[src/rtl/isu_rob_arb_if.sv]
// rtl/isu_rob_arb_if.sv - request/grant, ROB-ID and retire bundle for isu_rob_arb
//
// Purpose: groups the channel request/grant handshake, the allocated ROB-ID
// result, the retire feed and the per-channel status flags.
// Signals:
//   u_req                 per-channel issue request (level, held until granted)
//   u_gnt                 one-hot grant or zero, same cycle
//   d_valid               an ID is allocated this cycle
//   d_channel_1hot        granted channel (equals u_gnt)
//   d_rob_id              ID allocated to the granted channel, 0 when idle
//   r_retire_valid        one entry retires this cycle
//   r_retire_channel_1hot channel of the retiring entry
//   d_ch_full/d_ch_empty  registered per-channel full/empty flags
//   d_err                 sticky illegal-retire flag
// Modports: master drives requests and retires; slave is the arbiter.

interface isu_rob_arb_if #(
  parameter int CH_NUM    = 3,
  parameter int ROB_WIDTH = 4
);
  logic [CH_NUM-1:0]    u_req;
  logic [CH_NUM-1:0]    u_gnt;
  logic                 d_valid;
  logic [CH_NUM-1:0]    d_channel_1hot;
  logic [ROB_WIDTH-1:0] d_rob_id;
  logic                 r_retire_valid;
  logic [CH_NUM-1:0]    r_retire_channel_1hot;
  logic [CH_NUM-1:0]    d_ch_full;
  logic [CH_NUM-1:0]    d_ch_empty;
  logic                 d_err;

  modport master (
    output u_req, r_retire_valid, r_retire_channel_1hot,
    input  u_gnt, d_valid, d_channel_1hot, d_rob_id, d_ch_full, d_ch_empty, d_err
  );

  modport slave (
    input  u_req, r_retire_valid, r_retire_channel_1hot,
    output u_gnt, d_valid, d_channel_1hot, d_rob_id, d_ch_full, d_ch_empty, d_err
  );
endinterface

[src/rtl/isu_rob_arb.sv]
// rtl/isu_rob_arb.sv - round-robin ROB-ID allocator shared by issue channels
//
// Purpose: each cycle grants at most one requesting channel that still has
// ROB credit, returns that channel's next in-order ROB ID in the same cycle,
// and tracks per-channel occupancy through in-order retires.
// Ports:
//   clk    clock
//   rst_n  asynchronous active-low reset
//   bus    isu_rob_arb_if slave modport (requests, grant/ID, retire, status)

module isu_rob_arb #(
  parameter int CH_NUM    = 3,
  parameter int ROB_WIDTH = 4
) (
  input  logic          clk,
  input  logic          rst_n,
  isu_rob_arb_if.slave  bus
);

  localparam int IDX_W = (CH_NUM > 1) ? $clog2(CH_NUM) : 1;
  localparam int CNT_W = ROB_WIDTH + 1;
  localparam logic [CNT_W-1:0] DEPTH = {1'b1, {ROB_WIDTH{1'b0}}};

  logic [ROB_WIDTH-1:0] alloc_ptr_q  [CH_NUM];
  logic [ROB_WIDTH-1:0] alloc_ptr_d  [CH_NUM];
  logic [ROB_WIDTH-1:0] retire_ptr_q [CH_NUM];
  logic [ROB_WIDTH-1:0] retire_ptr_d [CH_NUM];
  logic [CNT_W-1:0]     cnt_q        [CH_NUM];
  logic [CNT_W-1:0]     cnt_d        [CH_NUM];
  logic [CH_NUM-1:0]    rr_ptr_q, rr_ptr_d;
  logic                 err_q, err_d;

  logic [CH_NUM-1:0]    full_vec, empty_vec, elig;
  logic [CH_NUM-1:0]    gnt;
  logic [IDX_W-1:0]     rr_idx, gnt_idx;
  logic                 gnt_found;
  int                   scan_idx;

  logic                 ret_onehot, ret_ok, ret_err;
  logic [CH_NUM-1:0]    ret_vec;

  always_comb begin
    for (int i = 0; i < CH_NUM; i++) begin
      full_vec[i]  = (cnt_q[i] == DEPTH);
      empty_vec[i] = (cnt_q[i] == '0);
    end
  end

  // Holding eligibility low during reset keeps every grant output at zero.
  assign elig = bus.u_req & ~full_vec & {CH_NUM{rst_n}};

  always_comb begin
    rr_idx = '0;
    for (int i = 0; i < CH_NUM; i++) begin
      if (rr_ptr_q[i]) rr_idx = IDX_W'(i);
    end
  end

  // Scan from rr_ptr upward with wrap; first eligible channel wins.
  always_comb begin
    gnt       = '0;
    gnt_idx   = '0;
    gnt_found = 1'b0;
    scan_idx  = 0;
    for (int k = 0; k < CH_NUM; k++) begin
      scan_idx = int'(rr_idx) + k;
      if (scan_idx >= CH_NUM) scan_idx = scan_idx - CH_NUM;
      if (!gnt_found && elig[scan_idx]) begin
        gnt[scan_idx] = 1'b1;
        gnt_idx       = IDX_W'(scan_idx);
        gnt_found     = 1'b1;
      end
    end
  end

  // A retire only takes effect when it names exactly one non-empty channel;
  // anything else is dropped and flagged.
  assign ret_onehot = $onehot(bus.r_retire_channel_1hot);
  assign ret_ok     = bus.r_retire_valid && ret_onehot &&
                      |(bus.r_retire_channel_1hot & ~empty_vec);
  assign ret_err    = bus.r_retire_valid && !ret_ok;
  assign ret_vec    = ret_ok ? bus.r_retire_channel_1hot : '0;

  always_comb begin
    for (int i = 0; i < CH_NUM; i++) begin
      alloc_ptr_d[i]  = alloc_ptr_q[i] + ROB_WIDTH'(gnt[i]);
      retire_ptr_d[i] = retire_ptr_q[i] + ROB_WIDTH'(ret_vec[i]);
      cnt_d[i]        = cnt_q[i] + CNT_W'(gnt[i]) - CNT_W'(ret_vec[i]);
    end
    // Rotating the grant left gives one-hot of (g+1) mod CH_NUM.
    rr_ptr_d = gnt_found ? {gnt[CH_NUM-2:0], gnt[CH_NUM-1]} : rr_ptr_q;
    err_d    = err_q | ret_err;
  end

  always_ff @(posedge clk or negedge rst_n) begin
    if (!rst_n) begin
      for (int i = 0; i < CH_NUM; i++) begin
        alloc_ptr_q[i]  <= '0;
        retire_ptr_q[i] <= '0;
        cnt_q[i]        <= '0;
      end
      rr_ptr_q <= CH_NUM'(1);
      err_q    <= 1'b0;
    end else begin
      for (int i = 0; i < CH_NUM; i++) begin
        alloc_ptr_q[i]  <= alloc_ptr_d[i];
        retire_ptr_q[i] <= retire_ptr_d[i];
        cnt_q[i]        <= cnt_d[i];
      end
      rr_ptr_q <= rr_ptr_d;
      err_q    <= err_d;
    end
  end

  assign bus.u_gnt          = gnt;
  assign bus.d_valid        = gnt_found;
  assign bus.d_channel_1hot = gnt;
  assign bus.d_rob_id       = gnt_found ? alloc_ptr_q[gnt_idx] : '0;
  assign bus.d_ch_full      = full_vec;
  assign bus.d_ch_empty     = empty_vec;
  assign bus.d_err          = err_q;

endmodule

[src/flat_wrapper.sv]
// flat-port wrapper written by rule: the top's interface ports become plain ports
module isu_rob_arb_flat 
#(
  parameter int CH_NUM    = 3,
  parameter int ROB_WIDTH = 4
)
  (clk, rst_n, bus_u_req, bus_r_retire_valid, bus_r_retire_channel_1hot, bus_u_gnt, bus_d_valid, bus_d_channel_1hot, bus_d_rob_id, bus_d_ch_full, bus_d_ch_empty, bus_d_err);
  isu_rob_arb_if #(.CH_NUM(CH_NUM), .ROB_WIDTH(ROB_WIDTH)) bus_i ();
  input  logic clk;
  input  logic rst_n;
  input wire logic [$bits(bus_i.u_req)-1:0] bus_u_req;
  input wire logic [$bits(bus_i.r_retire_valid)-1:0] bus_r_retire_valid;
  input wire logic [$bits(bus_i.r_retire_channel_1hot)-1:0] bus_r_retire_channel_1hot;
  output wire logic [$bits(bus_i.u_gnt)-1:0] bus_u_gnt;
  output wire logic [$bits(bus_i.d_valid)-1:0] bus_d_valid;
  output wire logic [$bits(bus_i.d_channel_1hot)-1:0] bus_d_channel_1hot;
  output wire logic [$bits(bus_i.d_rob_id)-1:0] bus_d_rob_id;
  output wire logic [$bits(bus_i.d_ch_full)-1:0] bus_d_ch_full;
  output wire logic [$bits(bus_i.d_ch_empty)-1:0] bus_d_ch_empty;
  output wire logic [$bits(bus_i.d_err)-1:0] bus_d_err;
  assign bus_i.u_req = bus_u_req;
  assign bus_i.r_retire_valid = bus_r_retire_valid;
  assign bus_i.r_retire_channel_1hot = bus_r_retire_channel_1hot;
  assign bus_u_gnt = bus_i.u_gnt;
  assign bus_d_valid = bus_i.d_valid;
  assign bus_d_channel_1hot = bus_i.d_channel_1hot;
  assign bus_d_rob_id = bus_i.d_rob_id;
  assign bus_d_ch_full = bus_i.d_ch_full;
  assign bus_d_ch_empty = bus_i.d_ch_empty;
  assign bus_d_err = bus_i.d_err;
  isu_rob_arb #(.CH_NUM(CH_NUM), .ROB_WIDTH(ROB_WIDTH)) u_core (.clk(clk), .rst_n(rst_n), .bus(bus_i));
endmodule
[config.mk]
export PLATFORM = sky130hd
export DESIGN_NAME = isu_rob_arb_flat
export DESIGN_NICKNAME = d
export VERILOG_FILES = /design/src/rtl/isu_rob_arb_if.sv /design/src/rtl/isu_rob_arb.sv /design/src/flat_wrapper.sv
export SDC_FILE = /design/constraint.sdc
export NUM_CORES = 1
export LEC_CHECK = 0
export BUFFER_PORTS_ARGS = -buffer_cell sky130_fd_sc_hd__buf_2
export CAP_MARGIN = 20
export CORE_UTILIZATION = 57
export CTS_CLUSTER_SIZE = 16
export DETAILED_ROUTE_END_ITERATION = 16
export HOLD_SLACK_MARGIN = 0.05
export PLACE_DENSITY_LB_ADDON = 0.05
export SYNTH_ARGS = -nofsm -noshare
export SYNTH_HDL_FRONTEND = slang
export SYNTH_SLANG_ARGS = --single-unit
export TNS_END_PERCENT = 30
[constraint.sdc]
create_clock -name clk -period 3.9 [get_ports clk]
set_input_delay 0.195 -clock clk [delete_from_list [all_inputs] [get_ports clk]]
set_output_delay 0.195 -clock clk [all_outputs]
set_load 0.1 [all_outputs]
==> results of run 1 <==
## cells in the final DEF (no fill, tap or decap), types with 2 or more instances in the layout
master	n
inv_1	30
dfrtp_1	30
buf_2	26
ha_1	24
nor2_1	12
xnor2_1	11
nand2_1	8
xor2_1	7
o21ai_0	6
a21oi_1	6
clkbuf_4	5
mux2i_1	4
a21oi_2	4
fa_1	4
o22ai_1	3
nand3b_1	3
nand3_1	3
nor4b_4	3
nor4_1	3
a21o_1	3
and4bb_4	2
bufinv_16	2
## state kept, by name, indices dropped and copies added, names as in the netlist
signal and flops:
u_core.cnt_q 15, u_core.alloc_ptr_q 12, u_core.rr_ptr_q 2, u_core.bus.d_err 1
## logic make-up after synthesis
| group | share of synthesized area |
|---|---|
| adders and majority gates | 0.205 |
| muxes | 0.0216 |
| DFF | 0.405 |
| AOI/OAI and AO/OA | 0.0816 |
| and+or+nand+nor | 0.129 |
| buffers and inverters | 0.0729 |
| xor gates and xnor gates | 0.0850 |
## routing by layer
layer	wire length, um	track usage	up-vias
met4	80	0.112	0
met1	1640	0.297	636
li1	-	-	655
met5	0	0	-
met3	136	0.0677	8
met2	1640	0.390	32
## worst max-delay path, stage by stage, from the launching register on
cell      delay [ns]
dfrtp_1         0.38
inv_1           0.08
ha_1            0.22
and4bb_2        0.26
nor2_1          0.14
nor3b_4         0.43
inv_1           0.10
ha_1            0.30
inv_1           0.06
ha_1            0.15
inv_1           0.06
fa_1            0.39
inv_1           0.07
a21oi_1         0.06
nor2_1          0.08
nor2_1          0.06
xnor2_1         0.20
## power by group through the flow
stage / combinational [mW] / sequential, mW / clock, mW
finish: 1.03 / 0.641 / 0.332
global route: 1.14 / 0.661 / 0.351
CTS: 1.04 / 0.641 / 0.338
detailed placement: 1.03 / 0.647 / 0
global placement: 0.981 / 0.633 / 0
floorplan: 0.874 / 0.606 / 0
## layout make-up
class	count	area share
multi-input cells	115	0.470
flip-flops and latches	30	0.338
repair buffers	28	0.0665
inverters	30	0.0507
clock inverters	2	0.0270
well taps	44	0.0248
clock buffers	6	0.0231
## worst paths after layout
check	from	endpoint	slack, ns	depth (start not counted)
max reg2reg	u_core.cnt_q[2]	u_core.cnt_q[4]	0.76	16
min reg2reg	u_core.alloc_ptr_q[3]	u_core.alloc_ptr_q[3]	0.50	1
min in group asynchronous	rst_n	u_core.rr_ptr_q[2]	0.31	2
min	bus_r_retire_valid	u_core.bus.d_err	0.13	3
max	u_core.cnt_q[2]	u_core.cnt_q[4]	0.76	16
max in group asynchronous	rst_n	u_core.alloc_ptr_q[0]	3.02	3
## through the flow
step	setup slack, ns	instances	cell area (sq um)	hold WS, ns
4_1_cts	0.777	255	2220	0.121
6_report	0.764	255	2220	0.129
3_5_place_dp	0.849	246	2100	0.144
3_3_place_gp	0.990	246	2100	0.143
2_1_floorplan	0.0863	178	1930	-0.101
5_1_grt	0.520	255	2220	0.120
## repair_timing
action,4_1_cts,5_1_grt
hold buffers,1,0
setup buffers,0,0
endpoints found under the hold margin,14,0
==> results.sh, run 1 <==
export IMPL_rows=20
export IMPL_wl_per_cell_um=13.7
export IMPL_worstSetupStartpointType="register"
export IMPL_gp_congestion=0.787
export IMPL_utilization=0.722
export IMPL_crit_path_max_fanout=8
export IMPL_ant_nets=0
export IMPL_clk_latency_ns=0.34
export IMPL_p_leak_nw=1.12
export IMPL_cts_root_buf="clkbuf_4"
export IMPL_pwr_share_comb=0.515
export IMPL_diodes=0
export IMPL_initial_core_util=0.602
export IMPL_synth_cell_types=27
export IMPL_drv_cap=0
export IMPL_finClkSkew_ns=0.00481
export IMPL_dr_total_vias=1331
export IMPL_dp_hpwl_um=2750
export IMPL_antenna_found_initial=0
export IMPL_tns_ns=0
export IMPL_syn_nets=215
export IMPL_drv_slew=0
export IMPL_hold_class="primary input to register"
export IMPL_drt_pass1_iter_count=4
export IMPL_yosys_warnings=0
export IMPL_status="complete, no violations"
export IMPL_grt_max_degree=21
export IMPL_hold_viol=0
export IMPL_p_sw_frac=0.460
export IMPL_wirelength_um=3490
export IMPL_ys_seq_area_frac=0.405
export IMPL_synth_top_area_cell="dfrtp_1"
export IMPL_vias_per_cell=5.22
export IMPL_fillerInstances=234
export IMPL_path_class="register to register"
export IMPL_drive_gt1_frac=0.227
export IMPL_clockBufferDepth=2
export IMPL_worst_pin_slew_ns=0.492
export IMPL_p_int_mw=1.08
export IMPL_critPathArrivalTime_ns=3.38
export IMPL_post_cts_resize_count=0
export IMPL_period_needed_ns=3.14
export IMPL_fmax_mhz=319
export IMPL_power_density_mw_per_mm2=903
export IMPL_grt_pass1_wl_um=6070
export IMPL_grtUsageTotal=0.241
export IMPL_grt_pass1_vias=1381
export IMPL_rsz0062_at_grt="no"
export IMPL_synth_edf_count=0
export IMPL_setup_viol=0
export IMPL_power_mw=2.01
export IMPL_p_sw_mw=0.921
export IMPL_die_area_sq_mm=0.00349
export IMPL_core_area_sq_mm=0.00308
export IMPL_regArea_sq_um=751
export IMPL_syn_area_sq_mm=0.00185
export IMPL_synth_area_leaders="dfrtp_1 40%, ha_1 16%, inv_1 6.1%"
export IMPL_max_slew_margin_rel=0.674
export IMPL_cp_required_ns=4.14
export IMPL_multi_input_area_sq_mm=0.00104
export IMPL_chipHeight_um=59.0
export IMPL_path_clk_slew_ns=0.10
export IMPL_tritoncts="built"
export IMPL_synth_seq_cells=30
export IMPL_endpoint_kind="register"
export IMPL_dieWidth_um=59.0
export IMPL_syn_inst=178
export IMPL_drt_iter0_markers=55
export IMPL_numCtsBuffers=5
export IMPL_fin_crit_sh=0.804
export IMPL_peakVddDrop_mv=0.552
export IMPL_drc=0
export IMPL_pwr_share_seq=0.320
export IMPL_area_growth_pct=19.8
export IMPL_netlist_area_leader_share=0.405
export IMPL_synthArstFlopShare=1.00
export IMPL_ys_top_cells_by_count="30 x dfrtp_1, 30 x inv_1, 24 x ha_1"
export IMPL_postSynthAreaPerCell_sq_um=10.4
export IMPL_gr_total_overflow=0
export IMPL_clkSinkCount=30
export IMPL_cts_max_level=2
export IMPL_p_clk_frac=0.166
export IMPL_pin_count=27
export IMPL_synthFlopType="dfrtp_1"
export IMPL_nNetsFinal=247
export IMPL_port_buffers=26
(Power assumes the default switching activity.)
==> inputs of run 2 (changes only) <==
--- a/config.mk
+++ b/config.mk
@@ -7,7 +7,7 @@
 export LEC_CHECK = 0
 export BUFFER_PORTS_ARGS = -buffer_cell sky130_fd_sc_hd__buf_2
 export CAP_MARGIN = 20
-export CORE_UTILIZATION = 57
+export CORE_UTILIZATION = 51
 export CTS_CLUSTER_SIZE = 16
 export DETAILED_ROUTE_END_ITERATION = 16
 export HOLD_SLACK_MARGIN = 0.05
==> constraint.sdc (replaced) <==
create_clock -name clk -period 2.6 [get_ports clk]
set_input_delay 0.13 -clock clk [delete_from_list [all_inputs] [get_ports clk]]
set_output_delay 0.13 -clock clk [all_outputs]
set_load 0.1 [all_outputs]
==> run 2 against run 1 <==
  * The run now ends with negative setup slack left
  * Critical path depth up 1
  * First-iteration DRC count shrank 13%
  * Sequential power up 47%
  * Sequential share of layout area shrank 5.5 points
  * Non-clock buffer count up 40
  * Maximum frequency up 12%
  * Worst hold slack better by 0.012 ns
  * Combinational power is 110% higher
  * Sequential cell count unchanged
  * Count of clock-buffer cells in the layout rose by 1
  * Critical path type unchanged
==> results.sh, run 2 (same netlist as run 1, synthesis figures left out) <==
export IMPL_pwr_share_comb=0.640
export IMPL_final_common_cell="buf_4"
export IMPL_gr_total_overflow=0
export IMPL_grt_max_degree=17
export IMPL_finalWorstSetupSlack_ns=-0.191
export IMPL_path_cells="inv_2 -> ha_4 -> nor4b_4 -> o22ai_1 -> nor2_1 -> buf_4 -> nor4_2 -> ha_1 -> inv_1 -> ha_2 -> inv_2 -> fa_2 -> inv_1 -> a21oi_1 -> nor2_1 -> nor2_1 -> xnor2_1"
export IMPL_fin_crit_sh=1.07
export IMPL_hold_viol=0
export IMPL_max_slew_margin_rel=0.679
export IMPL_pwr_share_seq=0.283
export IMPL_drv_cap=0
export IMPL_vias_per_cell=5.09
export IMPL_setup_viol=5
export IMPL_hold_class="primary input to async pin"
export IMPL_drc=0
export IMPL_grt_pass1_vias=1641
export IMPL_dieWidth_um=62.3
export IMPL_nNetsFinal=287
export IMPL_antenna_found_initial=0
export IMPL_power_density_mw_per_mm2=1260
export IMPL_final_cell_mix="39 x buf_4, 30 x dfrtp_1, 22 x buf_2, 20 x inv_1, 18 x ha_1"
export IMPL_hold_slack_ns=0.141
export IMPL_place_ws_ns=-0.286
export IMPL_crit_buf_inv=5
export IMPL_area_growth_pct=42.9
export IMPL_p_sw_mw=1.52
export IMPL_tritoncts="built"
export IMPL_largest_reg_flops=15
export IMPL_p_leak_nw=1.28
export IMPL_grtUsageTotal=0.239
export IMPL_clkSinkCount=30
export IMPL_crit_cells=17
export IMPL_worst_pin_slew_ns=0.486
export IMPL_dp_hpwl_um=3140
export IMPL_cp_slowest_cell="dfrtp_1"
export IMPL_cp_top_family="adder cells"
export IMPL_clockBufferDepth=2
export IMPL_cp_required_ns=2.83
export IMPL_cts_max_level=2
export IMPL_reg_top3="u_core.cnt_q x15, u_core.alloc_ptr_q x12, u_core.rr_ptr_q x2"
export IMPL_drv_slew=0
export IMPL_peakVddDrop_mv=0.777
export IMPL_p_sw_frac=0.456
export IMPL_p_clk_frac=0.078
export IMPL_path_class="register to register"
export IMPL_placedInstanceArea_sq_mm=0.00242
export IMPL_status="complete, but fails checks"
export IMPL_reg2regPathDepth=17
export IMPL_dr_total_vias=1507
export IMPL_dp_cells=277
export IMPL_worstSetupStartpointType="register"
export IMPL_finClkSkew_ns=0.00658
export IMPL_cts_root_buf="clkbuf_4"
export IMPL_port_buffers=26
export IMPL_drt_iter0_markers=48
export IMPL_initial_core_util=0.543
export IMPL_rows=21
export IMPL_tns_ns=-0.563
export IMPL_rsz0062_at_grt="yes"
export IMPL_fmax_mhz=358
export IMPL_numCtsBuffers=5
export IMPL_cp_common_cell="nor2_1"
export IMPL_utilization=0.776
export IMPL_path_clk_slew_ns=0.09
export IMPL_drive_gt1_frac=0.444
export IMPL_fin_cells=296
export IMPL_largest_register="u_core.cnt_q"
export IMPL_endpoint_kind="register"
export IMPL_clk_latency_ns=0.34
export IMPL_chipHeight_um=62.3
export IMPL_critical_path_max_stage_delay_ns=0.40
export IMPL_core_area_sq_mm=0.00342
export IMPL_p_int_mw=1.81
export IMPL_gp_congestion=0.782
export IMPL_wirelength_um=4040
export IMPL_drt_pass1_iter_count=4
export IMPL_wl_per_cell_um=13.7
export IMPL_pin_count=27
export IMPL_ant_nets=0
export IMPL_fillerInstances=248
export IMPL_power_mw=3.33
export IMPL_diodes=0
export IMPL_die_area_sq_mm=0.00388
export IMPL_grt_pass1_wl_um=7150
export IMPL_finalInstanceArea_sq_mm=0.00265
export IMPL_crit_path_max_fanout=3
export IMPL_critPathArrivalTime_ns=3.02
export IMPL_violations="negative setup slack"
export IMPL_period_needed_ns=2.79
[run 2: cell type report]
| cell class | count | area (sq um) | share of cell area |
|---|---|---|---|
| Clock buffer | 7 | 45.0 | 0.0170 |
| Timing Repair Buffer | 68 | 514 | 0.194 |
| Sequential cell | 30 | 751 | 0.283 |
| Inverter | 30 | 115 | 0.0434 |
| Multi-Input combinational cell | 115 | 1170 | 0.441 |
| Tap cell | 46 | 57.6 | 0.0217 |
[run 2: worst reg2reg max path: cells and delay by family (launching register included)]
| kind | cells | cell delay [ns] |
|---|---|---|
| simple gates | 5 | 0.64 |
| fa+ha+maj | 4 | 0.91 |
| xor+xnor | 1 | 0.11 |
| buf+inv | 5 | 0.41 |
| compound gates | 2 | 0.18 |
| flops | 1 | 0.40 |
[run 2: worst paths after layout]
path	start	slack (ns)	end
hold reg to reg	u_core.alloc_ptr_q[11]	0.48	u_core.alloc_ptr_q[11]
max in group asynchronous	rst_n	2.00	u_core.cnt_q[6]
setup / recovery	u_core.cnt_q[3]	-0.19	u_core.cnt_q[9]
hold / removal	rst_n	0.14	u_core.rr_ptr_q[1]
setup reg to reg	u_core.cnt_q[3]	-0.19	u_core.cnt_q[9]
min in group clk	bus_u_req[1]	0.18	u_core.rr_ptr_q[2]
[run 2: power by group through the flow]
stage	clock network [mW]	logic, mW	registers (mW)
2_1_floorplan	0	1.35	0.912
3_3_place_gp	0	1.85	0.925
3_5_place_dp	0	1.94	0.943
4_1_cts	0.267	2.09	0.942
5_1_grt	0.288	2.33	0.973
6_report	0.259	2.13	0.943
[run 2: layer usage]
metal | part of all wire | track usage | wire [um] | vias up
met3 | 0.039 | 0.0680 | 156 | 6
met1 | 0.44 | 0.274 | 1760 | 735
met4 | 0.017 | 0.0901 | 67 | 0
met5 | 0 | 0 | 0 | -
li1 | - | - | - | 743
met2 | 0.51 | 0.419 | 2060 | 23
[run 2: repair_timing]
action	4_1_cts	5_1_grt
pin swaps	16	10
hold endpoints to repair	31	0
resized for setup	22	8
hold buffers	2	0
endpoints found under the setup margin	8	16
setup buffers	4	6
==> inputs of run 3 (changes only) <==
--- a/config.mk
+++ b/config.mk
@@ -12,6 +12,7 @@
 export DETAILED_ROUTE_END_ITERATION = 16
 export HOLD_SLACK_MARGIN = 0.05
 export PLACE_DENSITY_LB_ADDON = 0.05
+export SETUP_SLACK_MARGIN = 0.5
 export SYNTH_ARGS = -nofsm -noshare
 export SYNTH_HDL_FRONTEND = slang
 export SYNTH_SLANG_ARGS = --single-unit
==> run 3 against run 2 <==
  * The run still ends with negative setup slack left
  * Count of clock-buffer cells in the layout stayed put
  * Via count is 3.1% higher
  * Sequential power is 4.0% higher
  * Sequential share of layout area is 2.5 points lower
  * Total power is 9.2% higher
  * Final area is 9.6% higher
  * Sequential cell count stayed put
  * Maximum frequency is 5.8% lower
  * Worst setup slack worse by 0.17 ns
  * Largest power group unchanged
==> results.sh, run 3 (same netlist as run 1, synthesis figures left out) <==
export IMPL_period_needed_ns=2.96
export IMPL_hold_class="primary input to register"
export IMPL_cts_max_level=2
export IMPL_crit_path_max_fanout=3
export IMPL_regArea_sq_um=751
export IMPL_cts_root_buf="clkbuf_4"
export IMPL_clockBufferDepth=2
export IMPL_tritoncts="built"
export IMPL_wirelength_um=5080
export IMPL_antenna_found_initial=0
export IMPL_ant_nets=0
export IMPL_p_leak_nw=1.35
export IMPL_drive_gt1_frac=0.512
export IMPL_endpoint_kind="register"
export IMPL_setup_viol=8
export IMPL_numCtsBuffers=5
export IMPL_multi_input_area_sq_mm=0.00125
export IMPL_peakVddDrop_mv=0.899
export IMPL_path_clk_slew_ns=0.09
export IMPL_dr_total_vias=1554
export IMPL_drv_slew=0
export IMPL_fin_cells=300
export IMPL_core_area_sq_mm=0.00342
export IMPL_worst_pin_slew_ns=0.486
export IMPL_chipHeight_um=62.3
export IMPL_grt_pass1_wl_um=7510
export IMPL_fin_crit_sh=1.14
export IMPL_fmax_mhz=337
export IMPL_largest_register="u_core.cnt_q"
export IMPL_path_class="register to register"
export IMPL_gp_congestion=0.782
export IMPL_grt_pass1_vias=1679
export IMPL_finalWorstSetupSlack_ns=-0.363
export IMPL_gr_total_overflow=0
export IMPL_finClkSkew_ns=0.00691
export IMPL_max_slew_margin_rel=0.678
export IMPL_final_common_cell="buf_4"
export IMPL_status="complete, but fails checks"
export IMPL_worstSetupStartpointType="register"
export IMPL_drv_cap=0
export IMPL_dp_cells=277
export IMPL_drt_pass1_iter_count=6
export IMPL_grt_max_degree=17
export IMPL_drc=0
export IMPL_rsz0062_at_grt="yes"
export IMPL_nNetsFinal=291
export IMPL_fillerInstances=195
export IMPL_die_area_sq_mm=0.00388
export IMPL_dp_hpwl_um=3140
export IMPL_clkSinkCount=30
export IMPL_dieWidth_um=62.3
export IMPL_critPathArrivalTime_ns=3.21
export IMPL_pin_count=27
export IMPL_utilization=0.851
export IMPL_cp_required_ns=2.85
export IMPL_reg_top3="u_core.cnt_q x15, u_core.alloc_ptr_q x12, u_core.rr_ptr_q x2"
export IMPL_diodes=0
export IMPL_hold_viol=0
export IMPL_violations="negative setup slack"
export IMPL_final_cell_mix="35 x buf_4, 30 x dfrtp_1, 17 x ha_1, 16 x inv_1, 15 x buf_2"
export IMPL_port_buffers=26
export IMPL_initial_core_util=0.543
export IMPL_clk_latency_ns=0.33
export IMPL_rows=21
export IMPL_power_density_mw_per_mm2=1250
export IMPL_area_growth_pct=56.7
export IMPL_grtUsageTotal=0.253
export IMPL_largest_reg_flops=15
export IMPL_drt_iter0_markers=17
export IMPL_vias_per_cell=5.18
export IMPL_wl_per_cell_um=16.9
run 3: changes by cell type in the layout (fill, tap and decap cells not counted), moves of 4 or more:
cell | previous run | this run
buf_2 | 22 | 15
buf_12 | 4 | 11
buf_4 | 39 | 35
inv_1 | 20 | 16
buf_6 | 1 | 9
run 3: worst paths after layout:
check,start,to,slack [ns],depth (start not counted)
max in group asynchronous,rst_n,u_core.bus.d_err,1.81,3
worst max-delay path,u_core.cnt_q[13],u_core.cnt_q[14],-0.36,15
worst max register to register,u_core.cnt_q[13],u_core.cnt_q[14],-0.36,15
worst min register to register,u_core.alloc_ptr_q[3],u_core.alloc_ptr_q[3],0.49,1
worst min-delay path,bus_u_req[1],u_core.rr_ptr_q[2],0.21,3
min in group asynchronous,rst_n,u_core.rr_ptr_q[1],0.28,2
run 3: report_power, final:
group	internal (mW)	switching [mW]
logic	1.16	1.25
registers	0.715	0.266
clock network	0.102	0.156
run 3: critical path, cell delays in order, from the launching register on:
cell	delay, ns
dfrtp_1	0.40
inv_2	0.09
ha_4	0.14
nor4b_4	0.28
o22ai_1	0.13
nor2_1	0.21
buf_4	0.18
nor4_2	0.05
ha_1	0.29
inv_2	0.05
ha_4	0.16
fa_2	0.38
a21oi_2	0.15
nor2_1	0.07
nor2_1	0.15
xnor2_1	0.15
run 3: per-layer routing:
layer	GRT usage	share of wire	up-vias
met5	0	0	-
met3	0.0735	0.037	18
met1	0.300	0.40	750
li1	-	-	752
met4	0.0843	0.032	0
met2	0.437	0.54	34
run 3: what timing repair did:
action                     in CTS  in global routing
setup endpoints to repair      25                 28
hold endpoints to repair       31                  0
hold buffers                    2                  0
setup buffers                   5                  9
pin swaps                      20                 26
resized for setup              61                 27
run 3: final cells by class:
type | count | area share
Multi-Input combinational cell | 115 | 0.431
Timing Repair Buffer | 72 | 0.234
Inverter | 30 | 0.0413
Sequential cell | 30 | 0.258
Tap cell | 46 | 0.0198
Clock buffer | 7 | 0.0155
run 3: through the flow:
step / setup TNS [ns] / instance area, sq um / total power [mW] / hold WS (ns) / setup WS [ns]
after floorplan: -14.60 / 1970 / 2.26 / -0.166 / -1.06
after global placement: -0.320 / 2420 / 2.77 / -0.0307 / -0.142
after detailed placement: -0.993 / 2420 / 2.88 / -0.0268 / -0.286
after CTS: -0.500 / 2720 / 3.37 / 0.171 / -0.168
after global routing: -2.59 / 2910 / 3.88 / 0.203 / -0.497
final: -1.48 / 2910 / 3.64 / 0.212 / -0.363
